==> config.mk <==
export PLATFORM = sky130hd
export DESIGN_NAME = arb_multi_mode
export DESIGN_NICKNAME = d
export VERILOG_FILES = /design/src/rtl/arb_multi_mode_pkg.sv /design/src/rtl/arb_find_first.sv /design/src/rtl/arb_multi_mode.sv
export SDC_FILE = /design/constraint.sdc
export NUM_CORES = 1
export LEC_CHECK = 0
export ABC_AREA = 1
export CAP_MARGIN = 20
export CORE_UTILIZATION = 53
export CTS_CLUSTER_DIAMETER = 30
export DETAILED_ROUTE_END_ITERATION = 8
export PLACE_DENSITY = 0.83
export REMOVE_ABC_BUFFERS = 1
export SYNTH_ARGS = -nofsm -noshare
export SYNTH_HDL_FRONTEND = slang
export SYNTH_HIERARCHICAL = 1
export SYNTH_SLANG_ARGS = --single-unit
==> constraint.sdc <==
create_clock -name clk -period 2.4 [get_ports clk]
set_input_delay 0.36 -clock clk [delete_from_list [all_inputs] [get_ports clk]]
set_output_delay 0.36 -clock clk [all_outputs]
set_load 0.01 [all_outputs]
==> src/rtl/arb_multi_mode_pkg.sv <==
// Shared types and helpers for the multi-mode arbiter.
// Arbitration mode encodings, lock-FSM states and matrix triangle indexing.
package arb_multi_mode_pkg;

    // Existing encodings kept; round-robin appended.
    typedef enum logic [1:0] {
        ARB_MATRIX         = 2'd0,
        ARB_FIXED_PRIORITY = 2'd1,
        ARB_ROUND_ROBIN    = 2'd2
    } arbiter_type_e;

    localparam logic [0:0] LOCK_IDLE = 1'b0;
    localparam logic [0:0] LOCK_HELD = 1'b1;

    // Flat position of W[i][j] (i<j) in the stored upper triangle of an n x n matrix.
    function automatic int unsigned tri_idx(
        input int unsigned i,
        input int unsigned j,
        input int unsigned n
    );
        return i * n - (i * (i + 1)) / 2 + (j - i - 1);
    endfunction

endpackage

==> src/rtl/arb_find_first.sv <==
// First set bit of vec at or after start, wrapping; one-hot and binary index.
// Both outputs are zero when vec is empty.
module arb_find_first #(
    parameter int unsigned WIDTH = 4,
    parameter int unsigned IDX_W = $clog2(WIDTH)
) (
    input  logic [WIDTH-1:0] vec,
    input  logic [IDX_W-1:0] start,
    output logic [WIDTH-1:0] onehot,
    output logic [IDX_W-1:0] idx
);

    logic        found;
    int unsigned pos;

    always_comb begin
        onehot = '0;
        idx    = '0;
        found  = 1'b0;
        pos    = 0;
        for (int unsigned k = 0; k < WIDTH; k++) begin
            pos = 32'(start) + k;
            if (pos >= WIDTH) begin
                pos = pos - WIDTH;
            end
            if (!found && vec[IDX_W'(pos)]) begin
                found                = 1'b1;
                onehot[IDX_W'(pos)]  = 1'b1;
                idx                  = IDX_W'(pos);
            end
        end
    end

endmodule

==> src/rtl/arb_multi_mode.sv <==
// N-requestor arbiter: fixed-priority, round-robin or matrix (LRU) mode, with
// per-requestor grant lock and an advance handshake that moves fairness state.
module arb_multi_mode
    import arb_multi_mode_pkg::*;
#(
    parameter int unsigned   NUM_REQ  = 4,
    parameter arbiter_type_e ARB_TYPE = ARB_MATRIX,
    parameter int unsigned   IDX_W    = $clog2(NUM_REQ)
) (
    input  logic               clk,
    input  logic               reset_n,
    input  logic [NUM_REQ-1:0] req,
    input  logic [NUM_REQ-1:0] lock,
    input  logic               advance,
    output logic [NUM_REQ-1:0] grant,
    output logic [IDX_W-1:0]   grant_idx,
    output logic               grant_valid,
    output logic               locked
);

    localparam int unsigned TRI_W  = NUM_REQ * (NUM_REQ - 1) / 2;
    localparam int unsigned TRI_IW = (TRI_W > 1) ? $clog2(TRI_W) : 1;

    logic [NUM_REQ-1:0] free_grant;
    logic [IDX_W-1:0]   free_idx;
    logic [NUM_REQ-1:0] grant_int;
    logic [IDX_W-1:0]   idx_int;
    logic               beat;

    logic [0:0]         lock_state_q;
    logic [0:0]         lock_state_d;
    logic [IDX_W-1:0]   owner_q;
    logic [IDX_W-1:0]   owner_d;
    logic [NUM_REQ-1:0] owner_oh;
    logic               owner_req;
    logic               owner_lock;
    logic               win_lock;

    assign owner_oh   = NUM_REQ'(1) << owner_q;
    assign owner_req  = |(owner_oh & req);
    assign owner_lock = |(owner_oh & lock);
    assign win_lock   = |(grant_int & lock);
    assign beat       = advance & (|grant_int);

    // While locked only the owner can hold the grant, even if it drops req.
    always_comb begin
        grant_int = free_grant;
        idx_int   = free_idx;
        if (lock_state_q == LOCK_HELD) begin
            grant_int = owner_oh & req;
            idx_int   = owner_req ? owner_q : '0;
        end
    end

    // Outputs read as idle for the whole time reset is held.
    assign grant       = reset_n ? grant_int : '0;
    assign grant_idx   = reset_n ? idx_int : '0;
    assign grant_valid = |grant;
    assign locked      = (lock_state_q == LOCK_HELD);

    always_comb begin
        lock_state_d = lock_state_q;
        owner_d      = owner_q;
        case (lock_state_q)
            LOCK_IDLE: begin
                if (beat && win_lock) begin
                    lock_state_d = LOCK_HELD;
                    owner_d      = idx_int;
                end
            end
            LOCK_HELD: begin
                if ((advance && !owner_lock) || !owner_req) begin
                    lock_state_d = LOCK_IDLE;
                end
            end
            default: lock_state_d = LOCK_IDLE;
        endcase
    end

    always_ff @(posedge clk or negedge reset_n) begin
        if (!reset_n) begin
            lock_state_q <= LOCK_IDLE;
            owner_q      <= '0;
        end else begin
            lock_state_q <= lock_state_d;
            owner_q      <= owner_d;
        end
    end

    if (ARB_TYPE == ARB_ROUND_ROBIN) begin : g_rr
        logic [IDX_W-1:0] ptr_q;
        logic [IDX_W-1:0] ptr_d;

        always_comb begin
            ptr_d = ptr_q;
            if (beat) begin
                ptr_d = (idx_int == IDX_W'(NUM_REQ - 1)) ? '0 : idx_int + IDX_W'(1);
            end
        end

        always_ff @(posedge clk or negedge reset_n) begin
            if (!reset_n) begin
                ptr_q <= '0;
            end else begin
                ptr_q <= ptr_d;
            end
        end

        arb_find_first #(
            .WIDTH (NUM_REQ),
            .IDX_W (IDX_W)
        ) u_find (
            .vec    (req),
            .start  (ptr_q),
            .onehot (free_grant),
            .idx    (free_idx)
        );
    end else if (ARB_TYPE == ARB_FIXED_PRIORITY) begin : g_fixed
        arb_find_first #(
            .WIDTH (NUM_REQ),
            .IDX_W (IDX_W)
        ) u_find (
            .vec    (req),
            .start  (IDX_W'(0)),
            .onehot (free_grant),
            .idx    (free_idx)
        );
    end else begin : g_matrix
        // Upper triangle of W only; W[j][i] for j>i is the complement of W[i][j].
        logic [TRI_W-1:0] tri_q;
        logic [TRI_W-1:0] tri_d;
        logic             win;

        always_comb begin
            free_grant = '0;
            free_idx   = '0;
            win        = 1'b0;
            for (int unsigned i = 0; i < NUM_REQ; i++) begin
                win = req[i];
                for (int unsigned j = 0; j < NUM_REQ; j++) begin
                    if (j < i) begin
                        if (req[j] && tri_q[TRI_IW'(tri_idx(j, i, NUM_REQ))]) begin
                            win = 1'b0;
                        end
                    end else if (j > i) begin
                        if (req[j] && !tri_q[TRI_IW'(tri_idx(i, j, NUM_REQ))]) begin
                            win = 1'b0;
                        end
                    end
                end
                if (win) begin
                    free_grant[i] = 1'b1;
                    free_idx      = IDX_W'(i);
                end
            end
        end

        // Demote the winner: clear its row, set its column.
        always_comb begin
            tri_d = tri_q;
            if (beat) begin
                for (int unsigned i = 0; i < NUM_REQ; i++) begin
                    for (int unsigned j = i + 1; j < NUM_REQ; j++) begin
                        if (IDX_W'(i) == idx_int) begin
                            tri_d[TRI_IW'(tri_idx(i, j, NUM_REQ))] = 1'b0;
                        end
                        if (IDX_W'(j) == idx_int) begin
                            tri_d[TRI_IW'(tri_idx(i, j, NUM_REQ))] = 1'b1;
                        end
                    end
                end
            end
        end

        always_ff @(posedge clk or negedge reset_n) begin
            if (!reset_n) begin
                tri_q <= '1;
            end else begin
                tri_q <= tri_d;
            end
        end
    end

endmodule

==> results of run 1 <==
[cells by family after synthesis]
logic type               synth area share, %
buffers and inverters                   12.1
flip-flops                              27.5
adder cells (fa/ha/maj)                 5.91
AO/OA/AOI/OAI                           10.6
AND/OR/NAND/NOR                         43.9
[cell usage in the layout (no fill, tap or decap), types with 4 or more instances in the layout]
master,synthesis,final
dlygate4sd2_1,0,4
inv_1,17,17
nand2_1,40,40
dfstp_2,6,6
o21ai_0,5,4
ha_1,4,4
nand2_2,4,4
buf_4,0,8
nor2_1,13,13
clkdlybuf4s50_1,0,12
nand3_1,9,9
a21oi_1,4,4
o21ai_1,3,4
[sequential cells by signal (all words and copies together) (netlist names)]
register,flops
g_matrix.tri_q,6
locked,1
owner_q,2
[final cells by class]
class,instances,area share [%]
multi-input cells,97,46.0
inverters,20,7.20
repair buffers,26,21.6
flip-flops and latches,9,20.9
clock buffers,3,2.02
clock inverters,1,0.450
well taps,16,1.80
[power by group]
group | switching (uW) | internal, uW
Clock | 57.9 | 61.6
Combinational | 521 | 381
Sequential | 96.7 | 259
[routing by layer]
| metal | up-vias | global-route usage [%] | routed length (um) |
|---|---|---|---|
| li1 | 454 | - | - |
| met1 | 414 | 33.1 | 974 |
| met2 | 29 | 43.4 | 999 |
| met3 | 2 | 3.88 | 69 |
| met4 | 0 | 15.5 | 21 |
| met5 | - | 0 | 0 |
[per-stage QoR]
step / cells / setup TNS, ns / instance area [um2] / power, uW / hold slack [ns]
detailed placement: 168 / -0.194 / 1080 / 1270 / 0.473
global route: 172 / 0 / 1110 / 1520 / 0.412
CTS: 172 / 0 / 1110 / 1390 / 0.400
finish: 172 / 0 / 1110 / 1380 / 0.405
global placement: 168 / -0.0708 / 1080 / 1230 / 0.467
floorplan: 126 / 0 / 825 / 926 / 0.0644
[what timing repair did]
item                                    CTS  global route
endpoints found under the setup margin    3             2
buffers inserted                          0             0
hold buffers                              0             0
gates resized for setup                   5             2
[worst max-delay path by stage]
stage                            startpoint                 to
after global routing                 req[1]           grant[1]
after floorplan           g_matrix.tri_q[2]  g_matrix.tri_q[3]
after detailed placement             req[3]           grant[3]
final                                req[1]           grant[1]
after CTS                            req[1]       grant_idx[0]
after global placement               req[3]       grant_idx[1]
==> flow_summary.toml, run 1 <==
[synth]
synthArstFlopShare_pct = 100
synthCells = 128
netlist_area_um2 = 847
yosysSeqAreaShare_pct = 27.5
synth_top_area_share_pct = 18.6
synth.distinct_cells = 23
netlist_top_cells_count = "nand2_1, inv_1, nor2_1"
ys_seq_elements = 9
synth_area_leaders = "dfstp_2, nand2_1, dfrtp_1"
synth-edff-count = 0
synth.most_common_cell = "nand2_1"
synth_ff_type = "dfstp_2"
avgSynthCellArea_um2 = 6.62
yosysWarnings = 6
yosys.area.top_type = "dfstp_2"

[worst_setup_path]
crit_chain = "clkdlybuf4s50_1 > inv_1 > a21oi_1 > nand2_1 > nand2_1 > nand2_1 > nor2_1 > clkdlybuf4s50_1"
crit_top_cell = "nand2_1"
cpPeakStageDelay_ns = 0.54
timing.rr.start = "g_matrix.tri_q[2]"
worst_r2r_path_depth = 12
slowest_stage = "clkdlybuf4s50_1"
crit_family = "buffers and inverters"
path_depth = 8
worst_ep_arrival_time_ns = 1.92
worstPathRequired_ns = 2.04
r2r_slack_ns = 0.47
worstSetupPathType = "in2out"
endpoint_kind = "output pin"
cp_num_buf_inv = 3
rr_endpoint = "g_matrix.tri_q[3]"
startpoint_type = "input port"
worst-path-max-fanout = 4

[cts]
ctsHtreeMaxLevel = 1
tritoncts = "built"
cts-root-buf = "clkbuf_4"
clock_latency_ns = 0.27
clk_pin_slew_ns = 0.06
clkSinkCount = 9
max-clock-path-buffers = 2
cts_buffers = 3

[die]
io_pins = 19
coreArea_mm2 = 0.00151
start_util_pct = 56.2
die_h_um = 42.0
fp.dieW_um = 42.0
fp-row-count = 14
die-area_mm2 = 0.00176

[timing]
rsz0062_at_grt = "no"
skew_ns = 0.00643
maxSlewViolCount = 0
setup_ws_ns = 0.121
final-setup-viol-count = 0
slew_headroom_pct = 75.7
period_needed_ns = 2.28
hold_viol_final = 0
period_share_pct = 95.0
worst_pin_slew_ns = 0.365
max_freq_mhz = 439

[grt]
antenna_found_initial = 0
track_usage_pct = 26.6
grt_pass1_vias = 812
grt_max_degree = 10
grt_pass1_wl_mm = 3.46
gr-total-overflow = 0

[routing]
drt-pass1-iter-count = 5
vias = 899
routed_wl_mm = 2.06
ant_nets = 0
route.detailed.drc = 0
vias_per_cell = 5.23
drt_iter0_drc = 21
wire_per_inst_um = 12.0

[power]
p_per_area_mw_per_mm2 = 1240
ir_drop_uv = 739
power.leakage_uw = 0.000607

[layout]
drive_above_1_share_pct = 22.4
regArea_um2 = 233
final_util_pct = 73.8
multi_input_area_um2 = 512
area_growth_pct = 31.3
fillCellCount = 133
nets = 172
insertedDiodeCount = 0

[run_status]
status = "completed"

[placed_design]
detailed_place_hpwl_mm = 1.66
io_buffer_count = 18
routabilityCongestion = 0.928
pre_cts_ws_ns = -0.103

[run]
max_cap_viol_count = 0

[min_path]
hold_class = "in2async"
Power figures use the tool's default switching activity.
==> run 2: changes to the inputs <==
- CORE_UTILIZATION: 53 -> 55
- DONT_BUFFER_PORTS: unset -> 1
- PLACE_DENSITY: 0.83 -> 0.7
- clock period: 2.4 -> 2.8 ns (I/O delays scaled with it)
==> flow_summary.toml, run 2 (synthesis results as in run 1) <==
[routing]
vias = 800
drt-pass1-iter-count = 4
ant_nets = 0
wire_per_inst_um = 12.8
routed_wl_mm = 1.86
route.detailed.drc = 0
drt_iter0_drc = 10
vias_per_cell = 5.48

[run]
max_cap_viol_count = 0

[worst_setup_path]
crit_top_cell = "inv_1"
endpoint_kind = "output pin"
r2r_slack_ns = 0.98
worst-path-max-fanout = 4
cpPeakStageDelay_ns = 0.53
worstSetupPathType = "reg2out"
cp_num_buf_inv = 3
crit_chain = "inv_1 > a21oi_1 > nand3_1 > nand2_2 > inv_1 > nand2_1 > inv_1 > nor2_1"
slowest_stage = "dfstp_2"
crit_family = "flip-flops"
startpoint_type = "register"
worst_ep_arrival_time_ns = 1.66
worstPathRequired_ns = 2.38

[die]
coreArea_mm2 = 0.00137
io_pins = 19
fp-row-count = 13
die_h_um = 41.2
fp.dieW_um = 41.2
die-area_mm2 = 0.00170
start_util_pct = 62.0

[timing]
period_share_pct = 74.4
final-setup-viol-count = 0
slew_headroom_pct = 72.4
rsz0062_at_grt = "no"
fin_tns_setup_ns = 0
hold_viol_final = 0
maxSlewViolCount = 0
worst_pin_slew_ns = 0.414
skew_ns = 0.00694
whs_ns = 0.369
max_freq_mhz = 480
period_needed_ns = 2.08

[placed_design]
routabilityCongestion = 0.809
io_buffer_count = 0
detailed_place_hpwl_mm = 1.49

[layout]
area_growth_pct = 3.99
final_common_cell = "nand2_1"
final_cell_mix = "nand2_1, inv_1, nor2_1, nand3_1, dfstp_2"
nets = 147
regMostFlops = "g_matrix.tri_q"
fillCellCount = 146
largest_register_ffs = 6
insertedDiodeCount = 0
drive_above_1_share_pct = 20.6

[grt]
track_usage_pct = 24.8
gr-total-overflow = 0
grt_pass1_wl_mm = 2.64
grt_pass1_vias = 657
antenna_found_initial = 0
grt_max_degree = 10

[power]
p_per_area_mw_per_mm2 = 1160
ir_drop_uv = 633
power.leakage_uw = 0.000464

[cts]
postCtsSetupBuffers = 0
clk_pin_slew_ns = 0.06
tritoncts = "built"
ctsHtreeMaxLevel = 1
clkSinkCount = 9
cts_buffers = 3
max-clock-path-buffers = 2
cts-root-buf = "clkbuf_4"
clock_latency_ns = 0.26

[min_path]
hold_class = "in2reg"

[run_status]
status = "completed"
run 2: metal layers:
layer / wire (um) / share of wire, % / up-vias / global-route usage [%]
met5: 0 / 0 / - / 0
met4: 34 / 1.8 / 0 / 13.7
met3: 114 / 6.1 / 4 / 3.80
met2: 887 / 48 / 28 / 42.2
met1: 827 / 44 / 359 / 29.4
li1: - / - / 409 / -
run 2: timing repair:
item                      in CTS  in global routing
gates resized for setup        0                  0
hold endpoints to repair       9                  0
hold buffers                   1                  0
run 2: cell type report:
class                           instances  area [um2]  share of cell area, %
Sequential cell                         9         233                   26.4
Clock inverter                          1        5.00                  0.568
Tap cell                               15        18.8                   2.13
Multi-Input combinational cell         97         512                   58.1
Timing Repair Buffer                    1        10.0                   1.14
Clock buffer                            3        22.5                   2.56
Inverter                               20        80.1                   9.09
run 2: final timing paths:
kind / startpoint / endpoint / depth (start not counted)
max in group asynchronous: reset_n / g_matrix.tri_q[2] / 1
worst min-delay path: advance / locked / 2
worst min register to register: g_matrix.tri_q[0] / g_matrix.tri_q[0] / 2
worst max register to register: locked / g_matrix.tri_q[3] / 9
worst max-delay path: g_matrix.tri_q[5] / grant_idx[1] / 8
min in group asynchronous: reset_n / owner_q[1] / 1
run 2: report_power, final:
group          total [uW]  internal [uW]  leakage (uW)  switching, uW
clock network        99.8           52.7     0.0000177           47.1
registers             304            221      0.000101           82.7
logic                 621            205      0.000346            416
run 2: metrics by stage:
step                      setup slack (ns)  instances  instance area [um2]  power, uW  util (%)
after CTS                            0.712        146                  881       1020      64.5
after floorplan                       1.17        126                  825        794         -
after global routing                 0.485        146                  881       1140      64.5
after global placement                1.03        141                  843        897      61.7
after detailed placement              1.00        141                  843        917      61.7
final                                0.716        146                  881       1020      64.5
==> run 3: changes to the inputs <==
- clock period: 2.8 -> 2.1 ns (I/O delays scaled with it)
==> flow_summary.toml, run 3 (synthesis results as in run 1) <==
[timing]
hold_viol_final = 0
period_share_pct = 94.4
rsz0062_at_grt = "no"
fin_tns_setup_ns = 0
period_needed_ns = 1.98
worst_pin_slew_ns = 0.434
skew_ns = 0.00583
maxSlewViolCount = 0
final-setup-viol-count = 0
slew_headroom_pct = 70.9
max_freq_mhz = 505

[cts]
clkSinkCount = 9
cts-root-buf = "clkbuf_4"
cts_buffers = 3
max-clock-path-buffers = 2
ctsHtreeMaxLevel = 1
tritoncts = "built"
cts_resized = 0
clock_latency_ns = 0.27
clk_pin_slew_ns = 0.06

[run]
max_cap_viol_count = 0

[layout]
final_common_cell = "nand2_1"
nets = 147
drive_above_1_share_pct = 20.6
regMostFlops = "g_matrix.tri_q"
area_growth_pct = 3.99
stdcell_count = 146
final_cell_mix = "nand2_1, inv_1, nor2_1, nand3_1, dfstp_2"
insertedDiodeCount = 0
largest_register_ffs = 6

[worst_setup_path]
crit_start = "locked"
startpoint_type = "register"
worstSetupPathType = "reg2out"
worstPathRequired_ns = 1.78
endpoint_kind = "output pin"
cp-endpoint = "grant_idx[1]"
rr_endpoint = "g_matrix.tri_q[3]"
worst_r2r_path_depth = 11
worst-path-max-fanout = 9
timing.rr.start = "g_matrix.tri_q[4]"
worst_ep_arrival_time_ns = 1.67
r2r_slack_ns = 0.31

[routing]
vias_per_cell = 5.54
wire_per_inst_um = 13.1
routed_wl_mm = 1.92
route.detailed.drc = 0
ant_nets = 0
drt_iter0_drc = 22
vias = 809
drt-pass1-iter-count = 4

[grt]
track_usage_pct = 26.8
grt_pass1_wl_mm = 2.84
antenna_found_initial = 0
grt_pass1_vias = 703
gr-total-overflow = 0
grt_max_degree = 10

[die]
coreArea_mm2 = 0.00137
fp-row-count = 13
start_util_pct = 62.0
die_h_um = 41.2
io_pins = 19
die-area_mm2 = 0.00170
fp.dieW_um = 41.2

[min_path]
hold_class = "in2reg"
min_from = "advance"

[placed_design]
detailed_place_hpwl_mm = 1.54
dp.cells = 141
routabilityCongestion = 0.801
io_buffer_count = 0

[power]
power.leakage_uw = 0.000464
p_per_area_mw_per_mm2 = 1550
ir_drop_uv = 762

[run_status]
status = "completed"
## run 3: cell counts in the layout (fill, tap and decap cells not counted)
No cell type changed its count.
## run 3: metal layers
layer | part of all wire [%] | GRT usage (%) | up-vias
met2 | 47 | 44.1 | 33
met5 | 0 | 0 | -
met1 | 46 | 34.8 | 362
li1 | - | - | 410
met3 | 5.6 | 1.63 | 4
met4 | 1.4 | 14.5 | 0
## run 3: what timing repair did
action,4_1_cts,5_1_grt
endpoints found under the hold margin,9,0
setup buffers,0,0
setup endpoints to repair,0,0
hold buffers,1,0
## run 3: per-stage QoR
step | worst slack, ns | util [%] | power (uW) | area (um2) | hold slack, ns
floorplan | 0.473 | - | 1060 | 825 | 0.0194
global placement | 0.341 | 61.7 | 1200 | 843 | 0.0197
detailed placement | 0.326 | 61.7 | 1220 | 843 | 0.0198
CTS | 0.130 | 64.5 | 1370 | 881 | 0.254
global route | 0.00444 | 64.5 | 1510 | 881 | 0.267
finish | 0.119 | 64.5 | 1370 | 881 | 0.264
## run 3: layout make-up
cell class                 instances  area [um2]
fill                             137         485
clock buffer                       3        22.5
sequential                         9         233
timing repair buffer               1        10.0
inverter                          20        80.1
clock inverter                     1        5.00
multi-input combinational         97         512
tap                               15        18.8
## run 3: report_power, final
group          internal [uW]  leakage, uW  switching (uW)
Combinational            274     0.000346             547
Sequential               295     0.000101             109
Clock                   70.5    0.0000177            70.4
Total                    639     0.000464             726
## run 3: worst max-delay path, cell delays in order, from the launching register on
cell and delay [ns]:
dfrtp_1 0.58, inv_4 0.08, o21ai_0 0.14, nand2_1 0.15
nand2_1 0.17, inv_1 0.09, nor2_1 0.18
## run 3: worst min path at each step
stage                       to  slack (ns)  depth (start not counted)
global route            locked        0.27                          2
floorplan               locked        0.02                          0
finish                  locked        0.26                          2
CTS                     locked        0.25                          2
global placement    owner_q[0]        0.02                          0
detailed placement  owner_q[0]        0.02                          0
